$ cat config.mk
export PLATFORM = sky130hd
export DESIGN_NAME = dvi_tx_tmds_gearbox
export DESIGN_NICKNAME = d
export VERILOG_FILES = /design/src/rtl/dvi_tx_pkg.sv /design/src/rtl/dvi_tx_lane_shifter.sv /design/src/rtl/dvi_tx_tmds_gearbox.sv
export SDC_FILE = /design/constraint.sdc
export NUM_CORES = 1
export LEC_CHECK = 0
export ABC_AREA = 1
export CORE_MARGIN = 2
export CORE_UTILIZATION = 53
export CTS_BUF_LIST = sky130_fd_sc_hd__clkbuf_16
export DETAILED_ROUTE_END_ITERATION = 10
export MAX_ROUTING_LAYER = met4
export PLACE_DENSITY = 0.86
export SLEW_MARGIN = 10
export SYNTH_ARGS = -nofsm -noshare
export SYNTH_HDL_FRONTEND = slang
export SYNTH_SLANG_ARGS = --single-unit
$ cat constraint.sdc
create_clock -name ddr_bit_clock -period 2.6 [get_ports ddr_bit_clock]
set_clock_uncertainty 0.2 [all_clocks]
set_input_delay 0.39 -clock ddr_bit_clock [delete_from_list [all_inputs] [get_ports ddr_bit_clock]]
set_output_delay 0.39 -clock ddr_bit_clock [all_outputs]
set_load 0.1 [all_outputs]
$ cat src/rtl/dvi_tx_pkg.sv
// Shared TMDS definitions for the DVI transmit path.
//   TMDS_WORD_W      : width of one TMDS symbol.
//   CTRL_00..CTRL_11 : TMDS control tokens, indexed by {C1,C0}, in data[] bit numbering.
//   bit_reverse()    : mirrors a TMDS symbol end for end (data[0] <-> data[9]).
package dvi_tx_pkg;

  localparam int TMDS_WORD_W = 10;

  localparam logic [TMDS_WORD_W-1:0] CTRL_00 = 10'b1101010100;
  localparam logic [TMDS_WORD_W-1:0] CTRL_01 = 10'b0010101011;
  localparam logic [TMDS_WORD_W-1:0] CTRL_10 = 10'b0101010100;
  localparam logic [TMDS_WORD_W-1:0] CTRL_11 = 10'b1010101011;

  function automatic logic [TMDS_WORD_W-1:0] bit_reverse(input logic [TMDS_WORD_W-1:0] word);
    logic [TMDS_WORD_W-1:0] r;
    for (int i = 0; i < TMDS_WORD_W; i++) begin
      r[i] = word[TMDS_WORD_W-1-i];
    end
    return r;
  endfunction

endpackage

$ cat src/rtl/dvi_tx_lane_shifter.sv
// One lane of the TMDS gearbox: loads a symbol and shifts it out OUT_W bits per clock.
//   clk, rst : serial clock, asynchronous active-high reset
//   load     : capture word (bit-reversed first when MSB_FIRST=1)
//   shift    : shift right by OUT_W with zero fill (ignored while load is high)
//   word     : symbol to load, data[] bit numbering
//   slice    : current low OUT_W bits of the shift register; bit 0 goes out first
module dvi_tx_lane_shifter #(
  parameter int WORD_W    = 10,
  parameter int OUT_W     = 2,
  parameter int MSB_FIRST = 0
) (
  input  logic              clk,
  input  logic              rst,
  input  logic              load,
  input  logic              shift,
  input  logic [WORD_W-1:0] word,
  output logic [OUT_W-1:0]  slice
);

  logic [WORD_W-1:0] shift_reg;
  logic [WORD_W-1:0] load_word;

  // Reversing at load time lets the register always drain from bit 0,
  // so both bit orders share the same shifter and slice tap.
  always_comb begin
    load_word = word;
    if (MSB_FIRST != 0) begin
      for (int i = 0; i < WORD_W; i++) begin
        load_word[i] = word[WORD_W-1-i];
      end
    end
  end

  always_ff @(posedge clk or posedge rst) begin
    if (rst) begin
      shift_reg <= '0;
    end else if (load) begin
      shift_reg <= load_word;
    end else if (shift) begin
      shift_reg <= shift_reg >> OUT_W;
    end
  end

  assign slice = shift_reg[OUT_W-1:0];

endmodule

$ cat src/rtl/dvi_tx_tmds_gearbox.sv
// Multi-lane TMDS word-to-slice gearbox in the serial clock domain.
//   ddr_bit_clock   : serial clock, one OUT_W slice per lane per cycle
//   reset           : asynchronous active-high reset
//   enable          : advance phase counter and shifters; low freezes them
//   in_valid/in_ready/in_data : symbol-set input, lane l at [l*WORD_W +: WORD_W]
//   out_bits        : lane l slice at [l*OUT_W +: OUT_W], bit 0 earliest
//   word_start      : out_bits carries the first slice of a freshly loaded word
//   underflow       : sticky, a load found the holding register empty
//   clear_underflow : synchronous clear of underflow (a simultaneous set wins)
module dvi_tx_tmds_gearbox
  import dvi_tx_pkg::*;
#(
  parameter int               LANES     = 3,
  parameter int               WORD_W    = TMDS_WORD_W,
  parameter int               OUT_W     = 2,
  parameter int               MSB_FIRST = 0,
  parameter logic [WORD_W-1:0] IDLE_WORD = WORD_W'(CTRL_00)
) (
  input  logic                    ddr_bit_clock,
  input  logic                    reset,
  input  logic                    enable,
  input  logic                    in_valid,
  output logic                    in_ready,
  input  logic [LANES*WORD_W-1:0] in_data,
  output logic [LANES*OUT_W-1:0]  out_bits,
  output logic                    word_start,
  output logic                    underflow,
  input  logic                    clear_underflow
);

  localparam int PHASES = WORD_W / OUT_W;
  localparam int PH_W   = (PHASES > 1) ? $clog2(PHASES) : 1;
  localparam logic [PH_W-1:0] LAST_PHASE = PH_W'(PHASES - 1);

  if ((WORD_W % OUT_W) != 0 || OUT_W > WORD_W) begin : g_bad_cfg
    $error("dvi_tx_tmds_gearbox: OUT_W must divide WORD_W and not exceed it");
  end

  logic [PH_W-1:0]         phase;
  logic                    hold_full;
  logic [LANES*WORD_W-1:0] hold;
  logic                    load_event;
  logic                    accept;

  assign load_event = enable && (phase == LAST_PHASE);

  // Handshake: a transfer happens on every edge where in_valid && in_ready.
  // in_valid may be held across cycles; in_ready depends on the holding
  // register and the load event only, never on in_valid. The slot frees up
  // on the load edge itself, so a new set can be taken in that same cycle.
  assign in_ready = !hold_full || load_event;
  assign accept   = in_valid && in_ready;

  always_ff @(posedge ddr_bit_clock or posedge reset) begin
    if (reset) begin
      phase      <= '0;
      hold_full  <= 1'b0;
      hold       <= '0;
      word_start <= 1'b0;
      underflow  <= 1'b0;
    end else begin
      if (enable) begin
        phase <= (phase == LAST_PHASE) ? '0 : phase + 1'b1;
      end
      if (accept) begin
        hold      <= in_data;
        hold_full <= 1'b1;
      end else if (load_event) begin
        hold_full <= 1'b0;
      end
      word_start <= load_event;
      if (load_event && !hold_full) begin
        underflow <= 1'b1;
      end else if (clear_underflow) begin
        underflow <= 1'b0;
      end
    end
  end

  for (genvar l = 0; l < LANES; l++) begin : g_lane
    logic [WORD_W-1:0] lane_word;
    assign lane_word = hold_full ? hold[l*WORD_W +: WORD_W] : IDLE_WORD;

    dvi_tx_lane_shifter #(
      .WORD_W    (WORD_W),
      .OUT_W     (OUT_W),
      .MSB_FIRST (MSB_FIRST)
    ) u_shifter (
      .clk   (ddr_bit_clock),
      .rst   (reset),
      .load  (load_event),
      .shift (enable && !load_event),
      .word  (lane_word),
      .slice (out_bits[l*OUT_W +: OUT_W])
    );
  end

endmodule

==> results.toml <==
[sta]
final_hold_viol_count = 0
rsz0062_at_grt = "false"
min_period_over_period = 0.942
setup_violations = 0
fmaxAchievable_mhz = 408
slew_margin_rel = 0.603
fin_setup_tns_ns = 0
timing_max_transition_violations_final = 0
layout_min_cycle_time_ns = 2.45
worst_pin_slew_ns = 0.595

[drt]
first_iter_violations = 255
detail_route.wirelength_microns = 6550
num_vias = 2403
final_antenna_net_count = 0
routed_wire_length_per_instance_microns = 14.3
vias_per_cell = 5.25
drc_violation_count_after_routing = 0
drt_first_pass_iters = 4

[logic_synthesis]
ys_warn_count = 0
synthAdderAreaFrac = 0.00863
post_synth_main_area_contributors = "dfrtp_1, nand2_1, nand3_1"
async_sr_flop_fraction = 1.00
cell_with_the_most_instances_after_synthesis = "nand2_1"
share_of_synthesized_area_spent_on_multiplexers = 0
synth.top_cells.by_count = "nand2_1, dfrtp_1, nand3_1"
syn_nets = 382
syn-cell-area_sq_mm = 0.00290
synth-xor-area-share = 0
post_synth_and_or_nand_nor_area_fraction = 0.299
ys_seq_area_frac = 0.569
avgSynthCellArea_sq_um = 8.41
combinational_family_with_the_most_area_after_synthesis = "simple AND/OR/NAND/NOR gates"
yosys.area.top_type = "dfrtp_1"
synth_cell_type_count = 20
ys_seq_elements = 66
synth_top_flop_cell = "dfrtp_1"
synth_edf_count = 0
synth_top_area_share = 0.569
synthCells = 345
synth_compound_gate_area_share = 0.0431

[place]
io_buffer_count = 43
gp_routability_congestion = 0.799
hpwl_microns = 3750

[worst_setup_path]
timing.reg2reg.setup_slack_ns = 0.47
cp_data_arrival_time_ns = 1.86
critical_path.max_fanout = 18
crit_path_start_kind = "register"
r2r_endpoint = "hold[27]"
ff2ff_path_depth = 8
rr_startpoint = "phase[0]"
crit_type = "register to output pin"
critical_path_required_ns = 2.01
crit_path_end_kind = "output pin"

[floorplan]
die-area_sq_mm = 0.00608
die-width_microns = 78.0
num_io_pins = 44
coreArea_sq_mm = 0.00520
die_h_microns = 78.0
floorplan.initialDensity = 0.557
num_rows = 26

[pwr]
peakVddDrop_mv = 0.821
reported_leakage_power_nw = 1.86
power_density_mw_per_mm2 = 1240

[cells_and_area]
area_growth_syn_to_layout_pct = 26.1
final.fill_count = 386
post_route_cells_drive_above_1_share = 0.101
number_of_nets_in_the_final_layout = 420
num_antenna_cells = 0
finish.utilization = 0.702

[global_route]
global_route_wire_length_before_repair_microns = 11500
grt_antenna_before_repair = 0
first_global_vias = 2499
grt_use_total = 0.252
gr-total-overflow = 0
maximum_number_of_pins_on_one_net_before_global_route_repair = 67

[clock_tree]
post_cts.repair.setup_buffers = 0
cts.hold.buffers_added = 0
cts_buffer_depth = 2
cts.sinks = 66
root_buffer = "clkbuf_16"
cts-htree-levels = 3
clk_slew_on_worst_s_h_paths_ns = 0.05
cts_resized = 0
cts-buffers-inserted = 9
clk_lat_worst_skew_ns = 0.33
cts_tree = "done"

[min_path]
worst_hold_path_type = "input pin to asynchronous set/reset pin"

[flow_run]
drv_cap = 0

[run_status]
outcome = "completed"
==> layout by cell type, fill, tap and decap left out, drive strengths merged <==
cell / instances
buf: 17
inv: 26
nand3: 60
a21oi: 12
clkbuf: 9
o22ai: 1
clkinv: 5
o21ai: 11
bufinv: 2
ha: 2
dfrtp: 66
nor2: 6
clkdlybuf4s50: 34
nand2: 137
==> worst max-delay path, cell delays in order (launching register included) <==
cell and delay, ns:
dfrtp_1 0.39, inv_1 0.10, ha_1 0.31, nand3_4 0.17, nand2_2 0.33, buf_12 0.23
==> stage by stage <==
| stage | total power, mW | hold slack, ns | area (sq um) | setup WS [ns] | cells |
|---|---|---|---|---|---|
| detailed placement | 3.24 | 0.260 | 3350 | 0.395 | 442 |
| floorplan | 2.91 | 0.237 | 2900 | 0.355 | 345 |
| finish | 4.52 | 0.237 | 3660 | 0.151 | 458 |
| global placement | 3.18 | 0.254 | 3350 | 0.420 | 442 |
| CTS | 4.53 | 0.275 | 3660 | 0.155 | 458 |
| global route | 4.81 | 0.289 | 3660 | 0.0666 | 458 |
==> metal layers <==
metal,part of all wire,wire length (microns),global-route usage
met1,0.43,2790,0.322
met2,0.49,3230,0.382
met3,0.061,402,0.0558
met4,0.019,126,0.125
met5,0,0,-
==> cell type report <==
cell class / count / area [sq um] / share of cell area
repair buffers: 51 / 493 / 0.135
well taps: 70 / 87.6 / 0.0240
flip-flops and latches: 66 / 1650 / 0.452
inverters: 26 / 97.6 / 0.0267
multi-input cells: 229 / 1020 / 0.278
clock buffers: 9 / 225 / 0.0616
clock inverters: 7 / 83.8 / 0.0229
==> worst max-delay path by stage <==
stage / depth (start not counted) / startpoint / to
2_1_floorplan: 1 / reset / g_lane[0].u_shifter.shift_reg[0]
3_3_place_gp: 4 / enable / in_ready
3_5_place_dp: 7 / enable / hold[27]
4_1_cts: 5 / phase[0] / in_ready
5_1_grt: 5 / phase[0] / in_ready
6_report: 5 / phase[0] / in_ready
==> cells by family (layout without fill, tap and decap cells) <==
kind of cell,after synthesis,in the layout
simple gates,203,203
buf+inv,50,93
fa+ha+maj,2,2
compound gates,24,24
flops,66,66
==> report_power, final <==
part	leakage, nW	internal (mW)	switching [mW]	total (mW)
Combinational	0.862	0.460	1.08	1.54
Clock	0.156	0.827	0.417	1.24
Sequential	0.846	1.47	0.271	1.74
Power figures use the tool's default switching activity.
